**config.mk**
```make
export PLATFORM = sky130hd
export DESIGN_NAME = mem_port_arbiter
export DESIGN_NICKNAME = d
export VERILOG_FILES = /design/src/rtl/mem_port_arbiter_pkg.sv /design/src/rtl/mem_port_arbiter_tag_fifo.sv /design/src/rtl/mem_port_arbiter.sv
export SDC_FILE = /design/constraint.sdc
export NUM_CORES = 1
export LEC_CHECK = 0
export CAP_MARGIN = 5
export CORE_UTILIZATION = 40
export CTS_BUF_LIST = sky130_fd_sc_hd__clkbuf_4
export CTS_CLUSTER_DIAMETER = 200
export DETAILED_ROUTE_END_ITERATION = 10
export PLACE_DENSITY_LB_ADDON = 0.1
export SLEW_MARGIN = 20
export SYNTH_ARGS = -nofsm -noshare
export SYNTH_HDL_FRONTEND = slang
export SYNTH_HIERARCHICAL = 1
export SYNTH_SLANG_ARGS = --single-unit
```
**constraint.sdc**
```tcl
create_clock -name clk -period 3 [get_ports clk]
set_input_delay 0.6 -clock clk [delete_from_list [all_inputs] [get_ports clk]]
set_output_delay 0.6 -clock clk [all_outputs]
set_load 0.01 [all_outputs]
```
**src/rtl/mem_port_arbiter_pkg.sv**
```systemverilog
// Shared definitions for the MCB user-port arbiter: MCB instruction codes,
// requester owner encoding, FSM state encodings and the read-tag layout.
package mem_port_arbiter_pkg;

   // MCB instruction encodings (bit0 set means read)
   localparam logic [2:0] MCB_CMD_WR = 3'b000;
   localparam logic [2:0] MCB_CMD_RD = 3'b001;

   // Owner of an outstanding read
   localparam logic OWNER_VGA = 1'b0;
   localparam logic OWNER_CPU = 1'b1;

   // Arbiter FSM states
   localparam logic [1:0] S_CALIB = 2'd0;
   localparam logic [1:0] S_ARB   = 2'd1;
   localparam logic [1:0] S_ISSUE = 2'd2;

   // One tag per outstanding read: who asked for it and how many words
   // (0-based) it will return.
   typedef struct packed {
      logic       owner;
      logic [5:0] bl;
   } tag_t;

   localparam int TAG_W = $bits(tag_t);

   // True when an MCB instruction returns data through the read FIFO.
   function automatic logic is_read_instr(input logic [2:0] instr);
      return instr[0];
   endfunction

endpackage

```
**src/rtl/mem_port_arbiter_tag_fifo.sv**
```systemverilog
// Synchronous FIFO holding the {owner, bl} tag of every outstanding read.
// The head entry is presented combinationally so the read-return logic can
// steer the current MCB read word without an extra cycle of latency.
module arb_tag_fifo
   import mem_port_arbiter_pkg::*;
#(
   parameter int DEPTH = 4
)
(
   input  logic clk,
   input  logic rst,
   input  logic push_i,
   input  tag_t push_data_i,
   input  logic pop_i,
   output logic full_o,
   output logic empty_o,
   output tag_t head_o
);

   localparam int AW = (DEPTH > 1) ? $clog2(DEPTH) : 1;
   localparam int PW = AW + 1;

   tag_t          mem_q [DEPTH];
   logic [PW-1:0] wr_ptr_q, wr_ptr_d;
   logic [PW-1:0] rd_ptr_q, rd_ptr_d;
   logic          push_ok;
   logic          pop_ok;

   // Pointers carry one wrap bit so full and empty are distinguishable.
   assign empty_o = (wr_ptr_q == rd_ptr_q);
   assign full_o  = (wr_ptr_q[AW] != rd_ptr_q[AW]) &&
                    (wr_ptr_q[AW-1:0] == rd_ptr_q[AW-1:0]);
   assign head_o  = mem_q[rd_ptr_q[AW-1:0]];

   // A push into a full FIFO or a pop from an empty one is dropped.
   assign push_ok = push_i && !full_o;
   assign pop_ok  = pop_i && !empty_o;

   // Next pointer values; simultaneous push and pop both advance.
   always_comb begin
      wr_ptr_d = wr_ptr_q;
      rd_ptr_d = rd_ptr_q;
      if (push_ok) begin
         wr_ptr_d = wr_ptr_q + PW'(1);
      end
      if (pop_ok) begin
         rd_ptr_d = rd_ptr_q + PW'(1);
      end
   end

   // Pointer registers; reset discards every stored tag.
   always_ff @(posedge clk or posedge rst) begin
      if (rst) begin
         wr_ptr_q <= '0;
         rd_ptr_q <= '0;
      end else begin
         wr_ptr_q <= wr_ptr_d;
         rd_ptr_q <= rd_ptr_d;
      end
   end

   // Tag storage; contents are don't-care while the pointers say empty.
   always_ff @(posedge clk) begin
      if (push_ok) begin
         mem_q[wr_ptr_q[AW-1:0]] <= push_data_i;
      end
   end

endmodule

```
**src/rtl/mem_port_arbiter.sv**
```systemverilog
// Arbiter sharing the single MCB user port between the VGA read path and the
// CPU memory path. Commands are arbitrated, registered and issued one cycle
// later; a tag FIFO steers each returned read word to the requester that
// asked for it.
// Optional feature: define MEM_ARB_STARVE_GUARD_EN to force a CPU grant after
// STARVE_LIMIT consecutive VGA grants while the CPU is waiting. Without it the
// VGA path has strict priority.
module mem_port_arbiter
   import mem_port_arbiter_pkg::*;
#(
   parameter int TAG_DEPTH    = 4,
   parameter int STARVE_LIMIT = 4
)
(
   input  logic        clk,
   input  logic        rst,
   input  logic        calib_done,
   // VGA requester
   input  logic        vga_cmd_valid,
   output logic        vga_cmd_ready,
   input  logic [2:0]  vga_cmd_instr,
   input  logic [5:0]  vga_cmd_bl,
   input  logic [29:0] vga_cmd_byte_addr,
   input  logic        vga_rd_en,
   output logic        vga_rd_valid,
   // CPU requester
   input  logic        cpu_cmd_valid,
   output logic        cpu_cmd_ready,
   input  logic [2:0]  cpu_cmd_instr,
   input  logic [5:0]  cpu_cmd_bl,
   input  logic [29:0] cpu_cmd_byte_addr,
   input  logic        cpu_rd_en,
   output logic        cpu_rd_valid,
   // Read data broadcast to both requesters
   output logic [31:0] rd_data,
   // MCB command port
   output logic        mem_cmd_en,
   output logic [2:0]  mem_cmd_instr,
   output logic [5:0]  mem_cmd_bl,
   output logic [29:0] mem_cmd_byte_addr,
   input  logic        mem_cmd_full,
   // MCB read port
   output logic        mem_rd_en,
   input  logic [31:0] mem_rd_data,
   input  logic        mem_rd_empty,
   input  logic        mem_rd_overflow,
   input  logic        mem_rd_error,
   output logic        err
);

   logic [1:0]  state_q, state_d;
   logic [2:0]  cmd_instr_q;
   logic [5:0]  cmd_bl_q;
   logic [29:0] cmd_addr_q;
   logic [5:0]  word_cnt_q, word_cnt_d;
   logic        err_q;

   logic        force_cpu;
   logic        pick_vga;
   logic        pick_cpu;
   logic [2:0]  win_instr;
   logic [5:0]  win_bl;
   logic [29:0] win_addr;
   logic        win_read;
   logic        accept;
   logic        grant_vga;
   logic        grant_cpu;

   tag_t        push_tag;
   tag_t        head_tag;
   logic        tag_push;
   logic        tag_pop;
   logic        tag_full;
   logic        tag_empty;
   logic        rd_avail;
   logic        last_word;

   // ------------------------------------------------------------------
   // Starvation guard
   // ------------------------------------------------------------------
`ifdef MEM_ARB_STARVE_GUARD_EN
   localparam logic [3:0] STARVE_MAX = 4'(STARVE_LIMIT);

   logic [2:0] starve_q, starve_d;

   // Count back-to-back VGA wins while the CPU is kept waiting.
   always_comb begin
      starve_d = starve_q;
      if (!cpu_cmd_valid || grant_cpu) begin
         starve_d = 3'd0;
      end else if (grant_vga && (starve_q != 3'd7)) begin
         starve_d = starve_q + 3'd1;
      end
   end

   // Starvation counter register.
   always_ff @(posedge clk or posedge rst) begin
      if (rst) begin
         starve_q <= 3'd0;
      end else begin
         starve_q <= starve_d;
      end
   end

   assign force_cpu = cpu_cmd_valid && ({1'b0, starve_q} >= STARVE_MAX);
`else
   logic unused_starve_limit;
   assign unused_starve_limit = ^STARVE_LIMIT;
   assign force_cpu = 1'b0;
`endif

   // ------------------------------------------------------------------
   // Arbitration
   // ------------------------------------------------------------------

   // Pick the winner and decide whether it can be accepted this cycle.
   always_comb begin
      pick_vga  = vga_cmd_valid && !force_cpu;
      pick_cpu  = cpu_cmd_valid && !pick_vga;
      win_instr = pick_vga ? vga_cmd_instr     : cpu_cmd_instr;
      win_bl    = pick_vga ? vga_cmd_bl        : cpu_cmd_bl;
      win_addr  = pick_vga ? vga_cmd_byte_addr : cpu_cmd_byte_addr;
      win_read  = is_read_instr(win_instr);
      // A read that cannot get a tag blocks the port, even if the loser
      // holds a write; this keeps issue order equal to grant order.
      accept    = (state_q == S_ARB) && (pick_vga || pick_cpu) &&
                  !mem_cmd_full && !(win_read && tag_full);
      grant_vga = accept && pick_vga;
      grant_cpu = accept && pick_cpu;
   end

   assign vga_cmd_ready = grant_vga;
   assign cpu_cmd_ready = grant_cpu;

   // FSM: wait for calibration once, then alternate arbitrate / issue.
   always_comb begin
      state_d = state_q;
      case (state_q)
         S_CALIB: if (calib_done) state_d = S_ARB;
         S_ARB:   if (accept)     state_d = S_ISSUE;
         S_ISSUE:                 state_d = S_ARB;
         default:                 state_d = S_CALIB;
      endcase
   end

   // State register.
   always_ff @(posedge clk or posedge rst) begin
      if (rst) begin
         state_q <= S_CALIB;
      end else begin
         state_q <= state_d;
      end
   end

   // Capture the winning command so it is stable while mem_cmd_en is high.
   always_ff @(posedge clk or posedge rst) begin
      if (rst) begin
         cmd_instr_q <= 3'd0;
         cmd_bl_q    <= 6'd0;
         cmd_addr_q  <= 30'd0;
      end else if (accept) begin
         cmd_instr_q <= win_instr;
         cmd_bl_q    <= win_bl;
         cmd_addr_q  <= win_addr;
      end
   end

   assign mem_cmd_en        = (state_q == S_ISSUE);
   assign mem_cmd_instr     = cmd_instr_q;
   assign mem_cmd_bl        = cmd_bl_q;
   assign mem_cmd_byte_addr = cmd_addr_q;

   // ------------------------------------------------------------------
   // Read-return steering
   // ------------------------------------------------------------------
   assign tag_push       = accept && win_read;
   assign push_tag.owner = pick_vga ? OWNER_VGA : OWNER_CPU;
   assign push_tag.bl    = win_bl;

   arb_tag_fifo #(
      .DEPTH       (TAG_DEPTH)
   ) u_tag_fifo (
      .clk         (clk),
      .rst         (rst),
      .push_i      (tag_push),
      .push_data_i (push_tag),
      .pop_i       (tag_pop),
      .full_o      (tag_full),
      .empty_o     (tag_empty),
      .head_o      (head_tag)
   );

   // Only the owner of the head tag sees data; the other rd_en is ignored.
   always_comb begin
      rd_avail     = !mem_rd_empty && !tag_empty;
      vga_rd_valid = rd_avail && (head_tag.owner == OWNER_VGA);
      cpu_rd_valid = rd_avail && (head_tag.owner == OWNER_CPU);
      mem_rd_en    = (vga_rd_valid && vga_rd_en) || (cpu_rd_valid && cpu_rd_en);
      last_word    = (word_cnt_q == head_tag.bl);
      tag_pop      = mem_rd_en && last_word;
   end

   assign rd_data = mem_rd_data;

   // Word position inside the current burst; wraps to 0 on its last word.
   always_comb begin
      word_cnt_d = word_cnt_q;
      if (mem_rd_en) begin
         word_cnt_d = last_word ? 6'd0 : (word_cnt_q + 6'd1);
      end
   end

   // Word counter register.
   always_ff @(posedge clk or posedge rst) begin
      if (rst) begin
         word_cnt_q <= 6'd0;
      end else begin
         word_cnt_q <= word_cnt_d;
      end
   end

   // Sticky fault flag for read-FIFO overflow or error.
   always_ff @(posedge clk or posedge rst) begin
      if (rst) begin
         err_q <= 1'b0;
      end else if (mem_rd_overflow || mem_rd_error) begin
         err_q <= 1'b1;
      end
   end

   assign err = err_q;

endmodule

```
==> results.tsv <==
stage	metric	value	unit
logic_synthesis	avgSynthCellArea	12.0	µm²
hold_path	hold_class	in -> async	
clocking	cts_tree	done	
place	io_buffers	134	
sta	max_slew_margin	62.7	%
critical_path	crit_type	reg -> out	
grt	antenna_found_initial	0	
critical_path	cp_max_fo	6	
logic_synthesis	synth_edf_count	28	
critical_path	start_kind	flip-flop	
critical_path	reg2reg_from	u_tag_fifo/rd_ptr_q[0]	
critical_path	r2r_slack	0.33	ns
critical_path	required	2.40	ns
cells_and_area	layout_commonest_cell	clkdlybuf4s50_1	
place	placed_area	5460	µm²
pwr	p_leak	2.39	nW
critical_path	reg2regPathDepth	9	
critical_path	cpMaxStageDelayCell	mux4_2	
logic_synthesis	synth_ff_type	dfrtp_1	
outcome	status	complete, no violations	
logic_synthesis	yosysTopAreaCell	dfrtp_1	
grt	grt_max_degree	36	
grt	grt_pass1_vias	3089	
drt	first_iter_violations	148	
logic_synthesis	synth-seq-cells	82	
sta	hold_viol	0	
drt	via_count	2980	
logic_synthesis	netlist_area	4180	µm²
drt	drcViolationCount	0	
critical_path	cp-end-kind	output port	
logic_synthesis	synthArstFlopShare	65.9	%
place	place.gp.congestion	0.757	
place	hpwl	7320	µm
logic_synthesis	syn-num-nets	474	
sta	drv_slew	0	
cells_and_area	antenna_cells	0	
sta	tns	0	ns
sta	tightestPinTransition	0.558	ns
floorplanning	core	9950	µm²
floorplanning	die_w	104	µm
drt	firstDrtPassIters	4	
floorplanning	rows	36	
drt	wirelength	9630	µm
logic_synthesis	yosysWarnings	6	
logic_synthesis	yosysSeqAreaShare	52.5	%
floorplanning	die_area	10900	µm²
logic_synthesis	synth_top_area_share	32.3	%
critical_path	worstPathArrival	2.32	ns
clocking	ctsLongestPathBuffers	2	
clocking	cts_max_level	3	
sta	fin_skew	0.0135	ns
clocking	cts_hold_buffers	0	
clocking	cts_num_sinks	82	
critical_path	r2r_end	u_tag_fifo/rd_ptr_q[1]	
critical_path	crit_path_max_incr_delay	0.53	ns
clocking	clockRootBuffer	clkbuf_4	
clocking	cts_buffers	9	
grt	gr-total-overflow	0	
cells_and_area	layout_common_cells	clkdlybuf4s50_1, dfrtp_1, nand2_1	
pwr	power.density	743	nW/µm²
sta	timing.hold.ws	0.452	ns
floorplanning	io_pins	199	
cells_and_area	nNetsFinal	595	
grt	grt_pass1_wl	15800	µm
cells_and_area	final_area	5720	µm²
drt	ant_nets	0	
cells_and_area	layout.cells.non_filler	606	
job	max-cap-violations	0	
drt	viasPerCell	4.92	
sta	timing.final.crit_share	97.5	%
place	numPlacedInstances	583	
pwr	vdd_drop_max	0.000319	V
sta	setup_viol	0	
cells_and_area	post_route_cells_drive_above_1_share	15.9	%
critical_path	crit_path_cell_trace	buf_4 -> mux4_2 -> mux2i_1 -> or3_4 -> clkinv_8 -> dlygate4sd2_1	
logic_synthesis	ys_types	51	
grt	grt.total_usage	18.6	%
logic_synthesis	synth_cells	347	
drt	wl_per_cell	15.9	µm
sta	max_freq	342	MHz
floorplanning	start_util	42.0	%
pwr	power	4.25	mW
clocking	clock_latency	0.41	ns
cells_and_area	areaGrowthSynthToFinish	36.8	%
sta	finalCriticalPeriod	2.92	ns
clocking	clk_pin_slew	0.14	ns
logic_synthesis	synth_area_leaders	dfrtp_1, edfxtp_1, mux2i_1	
floorplanning	fp.dieH	104	µm
==> cell families (layout without fill, tap and decap cells) <==
logic type | count (synthesis) | in the layout | synth area share (%)
AO/OA/AOI/OAI | 62 | 62 | 9.31
XOR/XNOR | 15 | 15 | 3.68
adder cells (fa/ha/maj) | 6 | 6 | 1.80
buffers and inverters | 57 | 183 | 9.52
flip-flops | 82 | 82 | 52.5
multiplexers | 53 | 53 | 15.3
AND/OR/NAND/NOR | 72 | 72 | 7.90
==> what timing repair did <==
action	CTS	global route
endpoints found under the setup margin	3	4
resized for setup	7	2
pin swaps	0	2
gates cloned	0	0
buffers inserted	0	7
==> state kept, by name (all words and copies together) (netlist names) <==
name	count
mem_cmd_byte_addr	30
u_tag_fifo/mem_q	28
mem_cmd_bl	6
word_cnt_q	6
mem_cmd_instr	3
u_tag_fifo/rd_ptr_q	3
u_tag_fifo/wr_ptr_q	3
state_q	2
err	1
==> routing by layer <==
metal  vias to the layer above  wire (µm)  part of all wire, %  track usage (%)
li1                       1434          -                    -                -
met1                      1409       4170                   43             22.3
met2                       125       4550                   47             30.7
met3                        12        787                  8.2             6.64
met4                         0        120                  1.2             7.24
met5                         -          0                    0                0
==> worst max path at each step <==
stage / start / to / slack, ns
floorplan: u_tag_fifo/rd_ptr_q[0] / u_tag_fifo/mem_q[3][0] / 0.58
global route: u_tag_fifo/rd_ptr_q[0] / mem_rd_en / -0.03
finish: u_tag_fifo/rd_ptr_q[0] / mem_rd_en / 0.08
detailed placement: cpu_rd_en / mem_rd_en / 0.20
global placement: cpu_rd_en / mem_rd_en / 0.23
CTS: u_tag_fifo/rd_ptr_q[2] / cpu_cmd_ready / 0.02
==> worst max-delay path, delay by kind of cell (launching register included) <==
kind / cells / cell delay (ns)
flops: 1 / 0.40
simple gates: 1 / 0.38
buf+inv: 3 / 0.47
mux: 2 / 0.69
==> synth_stat cells (2+ instances only) <==
cell type  instances
a211oi_2           2
nand3_1            4
nand2_1           42
inv_1              8
xnor2_1           10
mux2_1             4
o211ai_1           2
a21oi_1            4
edfxtp_1          28
nand2b_1           2
and2_1             2
dfrtp_1           54
mux2_2             6
buf_4             37
ha_1               6
o31ai_1            4
a21o_1             2
nor2_1             7
or3_1              3
buf_2              5
mux2_4             2
buf_6              3
nor3_1             3
mux4_2             7
o21ai_1           37
xor2_1             2
mux2i_1           34
xor2_2             2
and3_1             3
==> report_power, final <==
group          internal [mW]  switching [mW]
sequential              1.48           0.240
clock                  0.347           0.404
combinational          0.983           0.789
total                   2.81            1.43
==> cell type report <==
| type | instances | area (µm²) |
|---|---|---|
| Clock buffer | 9 | 67.6 |
| Clock inverter | 7 | 101 |
| Fill cell | 882 | 4240 |
| Inverter | 10 | 50.0 |
| Multi-Input combinational cell | 208 | 1630 |
| Sequential cell | 82 | 2190 |
| Tap cell | 133 | 166 |
| Timing Repair Buffer | 157 | 1510 |
==> per-stage QoR <==
stage | worst slack (ns) | util, %
after CTS | 0.0181 | 56.9
after global routing | -0.0253 | 57.4
after floorplan | 0.580 | -
after detailed placement | 0.196 | 54.9
after global placement | 0.225 | 54.9
final | 0.0758 | 57.4
No activity file was read; power rests on OpenSTA's default activity.
